--- src/rtl/alu_mc.sv ---
`default_nettype none
// ============================================================================
// Module   : alu_mc
// Purpose  : Multi-cycle ALU with PSR flag register. Single-cycle logic,
//            arithmetic, shift and LUI ops complete one cycle after accept;
//            MUL is an iterative shift-add taking WIDTH+1 cycles.
// Ports    : clk, reset (async, active-high)
//            in_valid/in_ready  : operand/opcode handshake (ready only in IDLE)
//            a, b, alu_cont     : operands and opcode, sampled on accept
//            out_valid/out_ready: result handshake (valid only in DONE)
//            alu_out, wr_en, illegal : registered result and qualifiers
//            psr_flags          : {8'b0, N, Z, F, 2'b0, L, 1'b0, C}
// Config   : ALU_MC_MUL_EN - when defined, MUL (001110) datapath is built;
//            otherwise 001110 is reported as an illegal opcode.
// Revision : 1.0 - initial release
// ============================================================================
module alu_mc #(
  parameter int WIDTH         = 16,
  parameter int ALU_CONT_BITS = 6
) (
  input  logic                     clk,
  input  logic                     reset,
  input  logic                     in_valid,
  output logic                     in_ready,
  input  logic [WIDTH-1:0]         a,
  input  logic [WIDTH-1:0]         b,
  input  logic [ALU_CONT_BITS-1:0] alu_cont,
  output logic                     out_valid,
  input  logic                     out_ready,
  output logic [WIDTH-1:0]         alu_out,
  output logic                     wr_en,
  output logic                     illegal,
  output logic [15:0]              psr_flags
);

  localparam logic [ALU_CONT_BITS-1:0] OP_AND  = ALU_CONT_BITS'(6'b000001);
  localparam logic [ALU_CONT_BITS-1:0] OP_OR   = ALU_CONT_BITS'(6'b000010);
  localparam logic [ALU_CONT_BITS-1:0] OP_XOR  = ALU_CONT_BITS'(6'b000011);
  localparam logic [ALU_CONT_BITS-1:0] OP_ADD  = ALU_CONT_BITS'(6'b000101);
  localparam logic [ALU_CONT_BITS-1:0] OP_ADDU = ALU_CONT_BITS'(6'b000110);
  localparam logic [ALU_CONT_BITS-1:0] OP_SUB  = ALU_CONT_BITS'(6'b001001);
  localparam logic [ALU_CONT_BITS-1:0] OP_CMP  = ALU_CONT_BITS'(6'b001011);
  localparam logic [ALU_CONT_BITS-1:0] OP_MOV  = ALU_CONT_BITS'(6'b001101);
  localparam logic [ALU_CONT_BITS-1:0] OP_LSH  = ALU_CONT_BITS'(6'b100101);
  localparam logic [ALU_CONT_BITS-1:0] OP_ASH  = ALU_CONT_BITS'(6'b100110);
  localparam logic [ALU_CONT_BITS-1:0] OP_LUI  = ALU_CONT_BITS'(6'b111111);
`ifdef ALU_MC_MUL_EN
  localparam logic [ALU_CONT_BITS-1:0] OP_MUL  = ALU_CONT_BITS'(6'b001110);
  localparam int                       CNT_W   = $clog2(WIDTH + 1);
`endif

  typedef enum logic [1:0] {
    S_IDLE = 2'd0,
    S_DONE = 2'd1
`ifdef ALU_MC_MUL_EN
    , S_MUL = 2'd2
`endif
  } state_t;

  state_t           state_q, state_d;
  logic [WIDTH-1:0] alu_out_q, alu_out_d;
  logic             wr_en_q, wr_en_d;
  logic             illegal_q, illegal_d;
  logic             n_q, n_d, z_q, z_d, f_q, f_d, l_q, l_d, c_q, c_d;
`ifdef ALU_MC_MUL_EN
  logic [2*WIDTH-1:0] mcand_q, mcand_d;
  logic [2*WIDTH-1:0] acc_q, acc_d;
  logic [WIDTH-1:0]   mplier_q, mplier_d;
  logic [CNT_W-1:0]   cnt_q, cnt_d;
`endif

  // Combinational arithmetic on the live inputs; only used on the accept edge.
  logic [WIDTH:0]   add_full;
  logic [WIDTH-1:0] sub_diff;
  logic             sh_neg;
  logic [WIDTH-1:0] sh_mag;
  logic             sh_big;
  logic [WIDTH-1:0] lsh_res;
  logic [WIDTH-1:0] ash_res;

  always_comb begin
    add_full = {1'b0, a} + {1'b0, b};
    sub_diff = a - b;
    // Signed shift count: negative means shift right by its magnitude.
    // The most negative count negates to itself, which is still >= WIDTH.
    sh_neg   = b[WIDTH-1];
    sh_mag   = sh_neg ? (~b + WIDTH'(1)) : b;
    sh_big   = (sh_mag >= WIDTH'(WIDTH));
    if (sh_big)
      lsh_res = '0;
    else if (sh_neg)
      lsh_res = a >> sh_mag;
    else
      lsh_res = a << sh_mag;
    if (!sh_neg)
      ash_res = lsh_res;
    else if (sh_big)
      ash_res = {WIDTH{a[WIDTH-1]}};
    else
      ash_res = $unsigned($signed(a) >>> sh_mag);
  end

  always_comb begin
    state_d   = state_q;
    alu_out_d = alu_out_q;
    wr_en_d   = wr_en_q;
    illegal_d = illegal_q;
    n_d = n_q; z_d = z_q; f_d = f_q; l_d = l_q; c_d = c_q;
`ifdef ALU_MC_MUL_EN
    mcand_d  = mcand_q;
    acc_d    = acc_q;
    mplier_d = mplier_q;
    cnt_d    = cnt_q;
`endif
    case (state_q)
      S_IDLE: begin
        if (in_valid) begin
          state_d   = S_DONE;
          wr_en_d   = 1'b1;
          illegal_d = 1'b0;
          case (alu_cont)
            OP_AND:  alu_out_d = a & b;
            OP_OR:   alu_out_d = a | b;
            OP_XOR:  alu_out_d = a ^ b;
            OP_ADD: begin
              alu_out_d = add_full[WIDTH-1:0];
              c_d       = add_full[WIDTH];
              f_d       = (a[WIDTH-1] == b[WIDTH-1]) &&
                          (add_full[WIDTH-1] != a[WIDTH-1]);
            end
            OP_ADDU: alu_out_d = add_full[WIDTH-1:0];
            OP_SUB: begin
              alu_out_d = sub_diff;
              c_d       = (a < b);
              f_d       = (a[WIDTH-1] != b[WIDTH-1]) &&
                          (sub_diff[WIDTH-1] != a[WIDTH-1]);
            end
            OP_CMP: begin
              alu_out_d = sub_diff;
              wr_en_d   = 1'b0;
              z_d       = (a == b);
              l_d       = (a < b);
              n_d       = ($signed(a) < $signed(b));
            end
            OP_MOV:  alu_out_d = b;
            OP_LSH:  alu_out_d = lsh_res;
            OP_ASH:  alu_out_d = ash_res;
            OP_LUI:  alu_out_d = b << (WIDTH / 2);
`ifdef ALU_MC_MUL_EN
            OP_MUL: begin
              state_d  = S_MUL;
              mcand_d  = {{WIDTH{1'b0}}, a};
              mplier_d = b;
              acc_d    = '0;
              cnt_d    = CNT_W'(WIDTH);
            end
`endif
            default: begin
              alu_out_d = '0;
              wr_en_d   = 1'b0;
              illegal_d = 1'b1;
            end
          endcase
        end
      end
`ifdef ALU_MC_MUL_EN
      S_MUL: begin
        // WIDTH shift-add iterations, then one more cycle to publish the
        // product; out_valid rises WIDTH+1 cycles after the accept edge.
        if (cnt_q != '0) begin
          if (mplier_q[0])
            acc_d = acc_q + mcand_q;
          mcand_d  = mcand_q << 1;
          mplier_d = mplier_q >> 1;
          cnt_d    = cnt_q - CNT_W'(1);
        end else begin
          state_d   = S_DONE;
          alu_out_d = acc_q[WIDTH-1:0];
          c_d       = |acc_q[2*WIDTH-1:WIDTH];
          wr_en_d   = 1'b1;
          illegal_d = 1'b0;
        end
      end
`endif
      S_DONE: begin
        if (out_ready)
          state_d = S_IDLE;
      end
      default: state_d = S_IDLE;
    endcase
  end

  always_ff @(posedge clk or posedge reset) begin
    if (reset) begin
      state_q   <= S_IDLE;
      alu_out_q <= '0;
      wr_en_q   <= 1'b0;
      illegal_q <= 1'b0;
      n_q <= 1'b0; z_q <= 1'b0; f_q <= 1'b0; l_q <= 1'b0; c_q <= 1'b0;
`ifdef ALU_MC_MUL_EN
      mcand_q  <= '0;
      acc_q    <= '0;
      mplier_q <= '0;
      cnt_q    <= '0;
`endif
    end else begin
      state_q   <= state_d;
      alu_out_q <= alu_out_d;
      wr_en_q   <= wr_en_d;
      illegal_q <= illegal_d;
      n_q <= n_d; z_q <= z_d; f_q <= f_d; l_q <= l_d; c_q <= c_d;
`ifdef ALU_MC_MUL_EN
      mcand_q  <= mcand_d;
      acc_q    <= acc_d;
      mplier_q <= mplier_d;
      cnt_q    <= cnt_d;
`endif
    end
  end

  assign in_ready  = (state_q == S_IDLE);
  assign out_valid = (state_q == S_DONE);
  assign alu_out   = alu_out_q;
  assign wr_en     = wr_en_q;
  assign illegal   = illegal_q;
  assign psr_flags = {8'b0, n_q, z_q, f_q, 2'b0, l_q, 1'b0, c_q};

endmodule
`default_nettype wire
--- config.mk ---
export PLATFORM = sky130hd
export DESIGN_NAME = alu_mc
export DESIGN_NICKNAME = d
export VERILOG_FILES = /design/src/rtl/alu_mc.sv
export SDC_FILE = /design/constraint.sdc
export NUM_CORES = 1
export LEC_CHECK = 0
export ABC_AREA = 1
export BUFFER_PORTS_ARGS = -buffer_cell sky130_fd_sc_hd__buf_2
export CAP_MARGIN = 20
export CORE_MARGIN = 2
export CORE_UTILIZATION = 45
export DETAILED_ROUTE_END_ITERATION = 7
export GPL_TIMING_DRIVEN = 0
export PLACE_DENSITY_LB_ADDON = 0.2
export SLEW_MARGIN = 20
export SYNTH_ARGS = -nofsm -noshare
export SYNTH_HDL_FRONTEND = slang
export SYNTH_SLANG_ARGS = --single-unit
--- constraint.sdc ---
create_clock -name clk -period 1.3 [get_ports clk]
set_input_delay 0.26 -clock clk [delete_from_list [all_inputs] [get_ports clk]]
set_output_delay 0.26 -clock clk [all_outputs]
set_load 0.005 [all_outputs]
Yosys cells after proc, flatten, opt, wreduce, memory -nomap -nowiden
Index checks and enable logic that the tools add are counted.

word-level totals
  bits in registers = 25
  input port bits = 42
  output and inout bits = 36
  logic and storage cells = 66

cells by class
  add/sub/neg operators = 3
  magnitude comparators = 3
  equal/unequal tests = 19
  shifts and indexed selects = 3
  muxes and demuxes = 13
  bitwise gates (word level) = 4
  reductions and logical operators = 12

operator list
  cell                     number
  $pmux W16 S9             1
  $mux W16                 5
  $lt A16 B16 Y1           2
  $eq A6 B4 Y1 const B     3
  $eq A6 B6 Y1 const B     3
  $add A16 B16 Y17         1
  $add A16 B1 Y16 const B  1
  $and A16 B16 Y16         1
  $eq A16 B16 Y1           1
  $ge A16 B5 Y1 const B    1
  $not A16 Y16             1
  $or A16 B16 Y16          1
  $shl A16 B16 Y16         1
  $shr A16 B16 Y16         1
  $sshr A16 B16 Y16        1
  $sub A16 B16 Y16         1
  $xor A16 B16 Y16         1
  $eq A6 B2 Y1 const B     2
  $eq A6 B3 Y1 const B     2
  $reduce_or A11 Y1        1
  $reduce_or A10 Y1        1
  $eq A6 B1 Y1 const B     1
  $reduce_and A3 Y1        2
  $mux W2                  2
  13 further kinds         20

Depth between registers and ports, before layout
Gate-level depths: netlist of run 1.

  depth in word-level cells = 8
  mapped depth = 28
  gate-level depth less buffers = 25

Worst setup path before layout of run 1
Ideal clock, no wire load.

  path kind = input-to-reg
  start point = input port b[0]
  end point = register alu_out_q[7], in the netlist alu_out[7]
  library setup time = 0.066 ns
  arrival = 2.701 ns
  required time = 1.234 ns
  setup slack = -1.467 ns
  cell stages on the path = 22
  buffers on the path = 3
  cells stage by stage = buf_6 -> inv_1 -> clkbuf_1 -> ha_1 -> nand2_1 -> nor2_1 -> nand3_1 -> o21ai_1 -> nand2_1 -> nand2_1 -> nand3_1 -> nor2_4 -> buf_6 -> nand2_2 -> nor2_4 -> nand3_1 -> or4_1 -> nand2_1 -> nand2_1 -> nand2_1 -> nand2_1 -> nand2_1

between the ends
  longest elaborated chain between the ends = 8
  elaborated cells between the ends (all ways) = 14
  those cells by class = add/sub: 3; order compare: 1; shift: 3; mux: 6; bitwise: 1

RTL lines
  item                                                     line  RTL
  start, declared                                          26    input logic [WIDTH-1:0] b,
  branches (longest 7 deep; another with $add A16 B1 Y16)  --
  $pmux W16 S9 *                                           121   case (alu_cont)
  end signal, assigned                                     208   alu_out_q <= alu_out_d;
  end, declared                                            61    logic [WIDTH-1:0] alu_out_q, alu_out_d;

Mark *: on every way between the ends.
A chain may end at the register's enable or synchronous reset.

Final worst setup path of run 1
  start point = input port b[1]
  end point = register alu_out_q[11], in the netlist alu_out[11]

The elaborated chain is that of the path after synthesis.

==> results of run 1 <==
[synthesized netlist by cell type, types with 12 or more instances]
cell type / n / area, um^2
nand4_1: 12 / 75.07
inv_1: 100 / 375.4
o21ai_0: 50 / 250.2
a221oi_1: 12 / 105.1
nand3_1: 138 / 690.7
ha_1: 49 / 613.1
o22ai_1: 13 / 81.33
o21ai_1: 16 / 80.08
a21oi_1: 58 / 290.3
clkbuf_1: 25 / 93.84
nand2_1: 402 / 1509
nor2_1: 73 / 274.0
dfrtp_1: 24 / 600.6
buf_4: 18 / 135.1
[repair_timing]
action / in CTS / in global routing
setup endpoints to repair: 24 / 24
buffers inserted: 68 / 17
gates cloned: 4 / 0
pin swaps: 91 / 62
resized for setup: 279 / 100
[metrics by stage]
stage               area, um^2  cells  worst slack (ps)
floorplan                 6350   1105             -1218
global placement          6895   1343             -2113
detailed placement        6895   1343             -2095
CTS                       8616   1418             -1372
global route              9050   1432             -1685
finish                    9050   1432             -1523
[worst register-to-register path: cells and delay by family, from the launching register on]
kind	cells	cell delay, ps
flip-flops	1	380
AO/OA/AOI/OAI	2	400
buffers and inverters	1	90
AND/OR/NAND/NOR	2	790
[kinds of logic (layout without fill, tap and decap cells)]
kind of cell / after synthesis / after routing
adders and majority gates: 51 / 51
and+or+nand+nor: 658 / 658
xor gates and xnor gates: 7 / 7
buffers and inverters: 168 / 323
DFF: 24 / 24
AOI/OAI and AO/OA: 186 / 186
other: 1 / 11
[flip-flops by register name, indices dropped and copies added (netlist names)]
name	count
wr_en	1
l_q	1
z_q	1
n_q	1
c_q	1
illegal	1
alu_out	16
state_q	1
f_q	1
[worst paths after layout]
path	startpoint	to	cells after the start
setup / recovery	b[1]	alu_out[11]	24
hold / removal	reset	alu_out[4]	2
setup reg to reg	state_q[0]	c_q	5
hold reg to reg	wr_en	wr_en	2
max in group asynchronous	reset	wr_en	2
min in group clk	out_ready	state_q[0]	2
[metal layers]
layer	part of all wire (%)	GRT usage (%)
met1	37	46.31
met5	0	0
met4	7.4	23.66
met2	46	62.97
met3	9.8	6.705
[power groups by stage]
stage          sequential [W]  combinational (W)  clock [W]
2_1_floorplan        0.000906            0.00168          0
3_3_place_gp         0.000903            0.00247          0
3_5_place_dp         0.000908            0.00248          0
4_1_cts              0.000897            0.00311   0.000657
5_1_grt              0.000908            0.00368   0.000681
6_report             0.000898            0.00344   0.000654
[cell type report]
cell class | count | area (um^2)
multi-input cells | 913 | 5882
repair buffers | 153 | 1299
fillers | 1132 | 3672
plain buffers | 58 | 459.2
well taps | 172 | 215.2
clock buffers | 3 | 75.07
inverters | 109 | 519.2
flip-flops and latches | 24 | 600.6
==> results.toml, run 1 <==
[clock_network]
htree_num_levels = 1
cts_tree = "built"
clk-insertion-delay-late_ps = 260
numCtsBuffers = 3
cts.path.max_buffers = 2
hold_buffers = 0
clkSlewWorstSetupHoldPaths_ps = 60
clkSinkCount = 24
cts_root_buf = "clkbuf_16"

[power]
comb_power_share_pct = 68.9
p_int_w = 0.002600
seqPwrFrac_pct = 18.0
p_clk_share_pct = 13.1
p_sw_w = 0.002395
power_w = 0.004995
power_leakage_nw = 4.529
peakVddDrop_v = 0.0005807
swShare_pct = 47.96
power_density_nw_per_um2 = 552.0

[synth]
synth_edf_count = 0
syn_area_per_cell_um2 = 5.417
synth_cells = 1095
yosys.area_share.simple_pct = 46.85
yosysWarnings = 0
synthMuxAreaShare_pct = 0
ys_seq_elements = 24
synth-async-reset-ratio_pct = 100.0
synth_compound_area_share_pct = 18.69
synthAdderAreaFrac_pct = 11.01
synth_xor_area_share_pct = 1.034
synth-seq-area-share_pct = 10.12
synth_area_um2 = 5932
ys.flop_type = "dfrtp_1"
synth.distinct_cells = 50
synth_top_family_by_area = "simple AND/OR/NAND/NOR gates"

[timing]
max-slew-margin-rel_pct = 30.27
finalMaxSlewViolations = 0
fmax_mhz = 354.2
hold_viol = 0
min_period_ps = 2823
setup_tns_ps = -27230
tightest_slew_ps = 1046
setup-violations-final = 23
hold_ws_ps = 181.5
period_share_pct = 217.1
skew_ps = 2.038
rsz0062_at_grt = "true"
timing.final.ws_setup_ps = -1523

[critical_path]
crit_path_start_kind = "input pin"
max_stage_delay_ps = 340
worstPathArrival_ps = 2970
crit_buf_inv = 3
path_max_fanout = 5
path_common_cell = "nand2_1"
critPathRequiredTime_ps = 1440
cp_cell_sequence = "buf_12 > clkinvlp_4 > ha_4 > nor2_2 > nand2_1 > nand2_1 > nand2_1 > nand2_1 > nand2_1 > nand2_2 > nand2_1 > nand2_2 > nand2_1 > inv_1 > or2_1 > a21oi_2 > o21ai_1 > or2_0 > nand3_1 > nand2_1 > nor2_4 > nand2_1 > nand2_1 > nand2_1"
endpoint_kind = "register"
crit_path_top_delay_cell = "ha_4"
cpLargestDelayFamily = "simple AND/OR/NAND/NOR gates"
crit_type = "input pin to register"
ff2ff_setup_slack_ps = -430

[status]
outcome = "finished, violations left"
failed_checks = "negative setup slack"

[final_layout]
final_common_cell = "nand2_1"
drive_gt1_share_pct = 37.30
layout_common_cells = "nand2_1 (332), buf_4 (97), nand3_1 (77)"
postLayoutCoreUtil_pct = 71.13
syn2layout_area_growth_pct = 52.56
fin_nets = 1355
n_antenna_cell = 0

[die]
start_util_pct = 46.63
core_um2 = 12720
io_pins = 78
die_w_um = 118.8
die_h_um = 118.8
die_area_um2 = 14120
rows = 41

[global_route]
grtUsageTotal_pct = 38.28
grt_max_degree = 25
grt_first_pass_wirelength_um = 43170
gr-total-overflow = 0
antenna_found_initial = 0
grt_pass1_vias = 8234

[drt]
drc = 0
firstDrtPassIters = 6
via_count = 8676
drt-total-wl_um = 28200
wl_per_cell_um = 19.69
drt.antenna.violating_nets = 0
drt-initial-drc-count = 1033
via_per_inst = 6.059

[placement]
gp_congestion = 0.9803
dpl.hpwl_um = 19630
port_buffers = 66

[min_path]
min_path_type = "input pin to async pin"

[flow_run]
max_cap_viol_count = 0
Power figures use the tool's default switching activity.
==> run 2, diff against run 1 <==
Settings changed: REMOVE_ABC_BUFFERS set to 1.
==> run 2 against run 1 <==
  * The run ends with negative hold slack, negative setup slack left
  * Wire length decreased by 4.5%
  * Critical endpoint unchanged
  * Power increased by 1.5%
  * First-iteration DRC count increased by 13%
==> results.toml, run 2 (synthesized netlist as in run 1, its figures left out) <==
[global_route]
grt_pass1_vias = 7945
antenna_found_initial = 0
grt_max_degree = 38
grt_first_pass_wirelength_um = 41240
gr-total-overflow = 0
grtUsageTotal_pct = 36.06

[placement]
dpl.hpwl_um = 16870
dp_slack_ps = -3225
placed_cells = 1286
gp_congestion = 0.9768
port_buffers = 66

[critical_path]
max_stage_delay_ps = 280
timing.rr.start = "state_q[0]"
crit_path_start_kind = "input pin"
endpoint_kind = "register"
crit_type = "input pin to register"
critPathRequiredTime_ps = 1450
path_max_fanout = 3
crit_path_top_delay_cell = "ha_4"
crit_buf_inv = 4
cpLargestDelayFamily = "simple AND/OR/NAND/NOR gates"
worstPathArrival_ps = 2890
worstReg2RegEnd = "c_q"
path_common_cell = "nand2_2"
ff2ff_setup_slack_ps = -410
reg2reg_depth = 5

[final_layout]
n_antenna_cell = 0
final_common_cell = "nand2_1"
stdcell_count = 1381
fillCellCount = 1110
seqCellArea_um2 = 600.6
multi_input_area_um2 = 5856
fin_nets = 1303
layout_common_cells = "nand2_1 (324), nand3_1 (96), inv_1 (71)"
drive_gt1_share_pct = 35.48
largest_reg_flops = 16
syn2layout_area_growth_pct = 45.05

[timing]
max-slew-margin-rel_pct = 27.07
timing.final.ws_setup_ps = -1444
rsz0062_at_grt = "true"
skew_ps = 1.782
setup-violations-final = 23
period_share_pct = 211.0
fmax_mhz = 364.5
tightest_slew_ps = 1090
hold_viol = 7
hold_ws_ps = -38.26
finalMaxSlewViolations = 0
min_period_ps = 2744

[die]
io_pins = 78
die_h_um = 118.8
start_util_pct = 46.63
core_um2 = 12720
die_area_um2 = 14120
die_w_um = 118.8
rows = 41

[drt]
drt-initial-drc-count = 1171
drc = 0
firstDrtPassIters = 8
drt.antenna.violating_nets = 0
via_per_inst = 6.228
wl_per_cell_um = 19.51
via_count = 8601
drt-total-wl_um = 26940

[clock_network]
hold_buffers = 0
htree_num_levels = 1
clkSlewWorstSetupHoldPaths_ps = 60
cts.path.max_buffers = 2
cts_root_buf = "clkbuf_16"
clk-insertion-delay-late_ps = 260
numCtsBuffers = 3
cts_tree = "built"
clkSinkCount = 24

[min_path]
min_path_type = "input pin to async pin"

[status]
failed_checks = "negative hold slack, negative setup slack"
outcome = "finished, violations left"

[power]
power_leakage_nw = 4.263
peakVddDrop_v = 0.0005350
power_density_nw_per_um2 = 589.4

[flow_run]
max_cap_viol_count = 0
run 2: power by group:
group,total (W),switching [W],leakage (nW),internal [W]
Combinational,0.00330,0.00202,3.89,0.00129
Sequential,0.000892,0.0000498,0.317,0.000842
Clock,0.000875,0.000263,0.0511,0.000612
run 2: what timing repair did:
action                                  in CTS  in global routing
buffers inserted                            69                 14
endpoints found under the setup margin      23                 23
pin swaps                                   75                 61
cloned                                       8                  0
gates resized for setup                    259                133
run 2: stage by stage:
step	hold slack [ps]	utilization (%)	power (W)	area (um^2)	setup TNS, ps
after CTS	186.2	63.21	0.004650	8041	-24640
after detailed placement	457.4	49.27	0.003049	6269	-61840
final	-38.26	67.63	0.005072	8605	-26630
after floorplan	274.6	-	0.002297	5653	-39270
after global placement	451.0	48.72	0.003015	6198	-80270
after global routing	1.158	67.63	0.005357	8605	-29800
run 2: layer usage:
layer | vias up | global-route usage (%) | part of all wire (%)
li1 | 3847 | - | -
met1 | 3879 | 45.16 | 36
met2 | 661 | 57.54 | 44
met3 | 214 | 6.274 | 11
met4 | 0 | 22.10 | 8.3
met5 | - | 0 | 0
run 2: worst register-to-register path: stages (launching register included):
cell	delay, ps
dfrtp_1	390
inv_2	110
nand2_4	120
nor4_1	720
o221ai_2	190
o21ai_1	120
run 2: worst max path at each step:
stage	slack, ps	cells past startpoint	endpoint	startpoint
floorplan	-2270	13	alu_out[4]	b[0]
global placement	-4450	14	alu_out[4]	b[0]
detailed placement	-3220	22	alu_out[12]	b[0]
CTS	-1280	25	alu_out[11]	b[1]
global route	-1590	25	alu_out[11]	b[1]
finish	-1440	25	alu_out[11]	b[1]
run 2: area by class of cell:
type / instances / share of cell area (%)
Multi-Input combinational cell: 916 / 68.05
Timing Repair Buffer: 154 / 15.44
Sequential cell: 24 / 6.980
Inverter: 109 / 5.657
Tap cell: 172 / 2.501
Clock buffer: 3 / 0.8725
Clock inverter: 1 / 0.3490
Timing Repair inverter: 2 / 0.1454
==> run 3, diff against run 2 <==
Settings changed: CORE_UTILIZATION 45 to 55.
==> run 3 against run 2 <==
  * Utilization grew 12 points
  * Sequential cell count is the same
  * Critical path depth is the same
  * The run ends with design-rule violations, negative setup slack left
  * Register-to-register slack gained 50 ps
  * Combinational power shrank 2%
  * Global-route usage grew 7.2 points
  * Critical endpoint is now alu_out[13]
  * Highest routed layer unchanged
==> results.toml, run 3 (synthesized netlist as in run 1, its figures left out) <==
[status]
outcome = "finished, violations left"
failed_checks = "design-rule violations, negative setup slack"

[final_layout]
syn2layout_area_growth_pct = 40.08
layout_common_cells = "nand2_1 (325), nand3_1 (93), inv_1 (76)"
final_common_cell = "nand2_1"
n_antenna_cell = 0
postLayoutCoreUtil_pct = 79.77
largest_reg_flops = 16
seqCellArea_um2 = 600.6
fin_nets = 1277
drive_gt1_share_pct = 32.97
multi_input_area_um2 = 5938
fillCellCount = 772

[timing]
max-slew-margin-rel_pct = 33.23
hold_viol = 0
skew_ps = 8.766
setup-violations-final = 23
period_share_pct = 228.1
min_period_ps = 2966
timing.final.ws_setup_ps = -1666
finalMaxSlewViolations = 0
fmax_mhz = 337.2
rsz0062_at_grt = "true"
tightest_slew_ps = 1001

[clock_network]
cts_root_buf = "clkbuf_8"
hold_buffers = 0
cts.path.max_buffers = 2
htree_num_levels = 1
clkSinkCount = 24
clk-insertion-delay-late_ps = 280
clkSlewWorstSetupHoldPaths_ps = 90
numCtsBuffers = 3
cts_tree = "built"

[placement]
gp_congestion = 0.9758
dpl.hpwl_um = 16800
port_buffers = 66

[global_route]
gr-total-overflow = 0
grt_pass1_vias = 7441
grtUsageTotal_pct = 43.28
grt_max_degree = 44
antenna_found_initial = 1
grt_first_pass_wirelength_um = 39430

[die]
rows = 37
die_h_um = 107.9
core_um2 = 10420
start_util_pct = 56.95
die_area_um2 = 11630
die_w_um = 107.9
io_pins = 78

[flow_run]
max_cap_viol_count = 0

[power]
power_leakage_nw = 4.075
power_w = 0.004632
peakVddDrop_v = 0.0004580
power_density_nw_per_um2 = 557.5

[critical_path]
endpoint_kind = "register"
crit_path_start_kind = "input pin"
path_max_fanout = 8
worstPathArrival_ps = 3190
crit_type = "input pin to register"
critPathRequiredTime_ps = 1520

[drt]
drt-initial-drc-count = 1524
drt.antenna.violating_nets = 0
via_per_inst = 6.788
wl_per_cell_um = 21.75
drc = 56
drt-total-wl_um = 28690
firstDrtPassIters = 8
via_count = 8953

[min_path]
min_path_type = "input pin to async pin"
-- run 3: final timing paths --
kind,from,to,slack [ps],depth (start not counted)
hold reg to reg,alu_out[14],alu_out[14],480,2
hold / removal,reset,f_q,170,2
max in group asynchronous,reset,alu_out[0],570,2
setup / recovery,b[1],alu_out[13],-1670,25
setup reg to reg,state_q[0],c_q,-360,5
min in group clk,out_ready,state_q[0],190,2
-- run 3: area by class of cell --
type | instances | share of cell area [%]
Timing Repair inverter | 3 | 0.2409
Sequential cell | 24 | 7.228
Timing Repair Buffer | 127 | 12.77
Tap cell | 136 | 2.048
Clock buffer | 4 | 0.6626
Inverter | 109 | 5.587
Multi-Input combinational cell | 916 | 71.47
-- run 3: where the power goes --
| group | switching [W] | internal (W) |
|---|---|---|
| Clock | 0.000249 | 0.000271 |
| Combinational | 0.00208 | 0.00114 |
| Sequential | 0.0000515 | 0.000841 |
-- run 3: metrics by stage --
stage / area [um^2] / TNS [ps] / hold WS (ps) / std cells / worst slack (ps)
after global routing: 8309 / -30640 / 194.5 / 1319 / -1758
final: 8309 / -28100 / 165.7 / 1319 / -1666
after global placement: 6153 / -80540 / 449.7 / 1248 / -4459
after floorplan: 5653 / -39270 / 274.6 / 1046 / -2267
after detailed placement: 6230 / -59120 / 460.4 / 1250 / -3083
after CTS: 7418 / -23740 / 190.9 / 1296 / -1262
-- run 3: worst max-delay path, stage by stage --
cell,delay (ps)
buf_12,90
clkinvlp_4,150
ha_4,230
nand3_4,100
nand2_4,80
nand3_2,70
nand2_1,50
nand2_1,70
inv_1,40
nor2_1,130
nand2_2,90
nor2_4,240
clkbuf_16,230
nand2_2,90
nand2_4,120
nand2_1,60
nand2_1,50
o21ai_1,130
nand2_1,310
a21oi_1,130
o21ai_1,190
nand2_1,100
nand2_1,60
nand2_1,50
nand2_1,60
-- run 3: layer usage --
layer,share of wire (%),vias to the layer above,global-route usage (%),wire [um]
met2,42,864,68.15,11930
met1,34,3977,53.06,9657
met3,15,321,12.71,4295
li1,-,3791,-,-
met5,0,-,0,0
met4,9.8,0,22.80,2806
-- run 3: repair_timing --
item | in CTS | in global routing
pin swaps | 48 | 85
cloned | 7 | 3
buffers inserted | 35 | 20
setup endpoints to repair | 23 | 23
gates resized for setup | 212 | 169
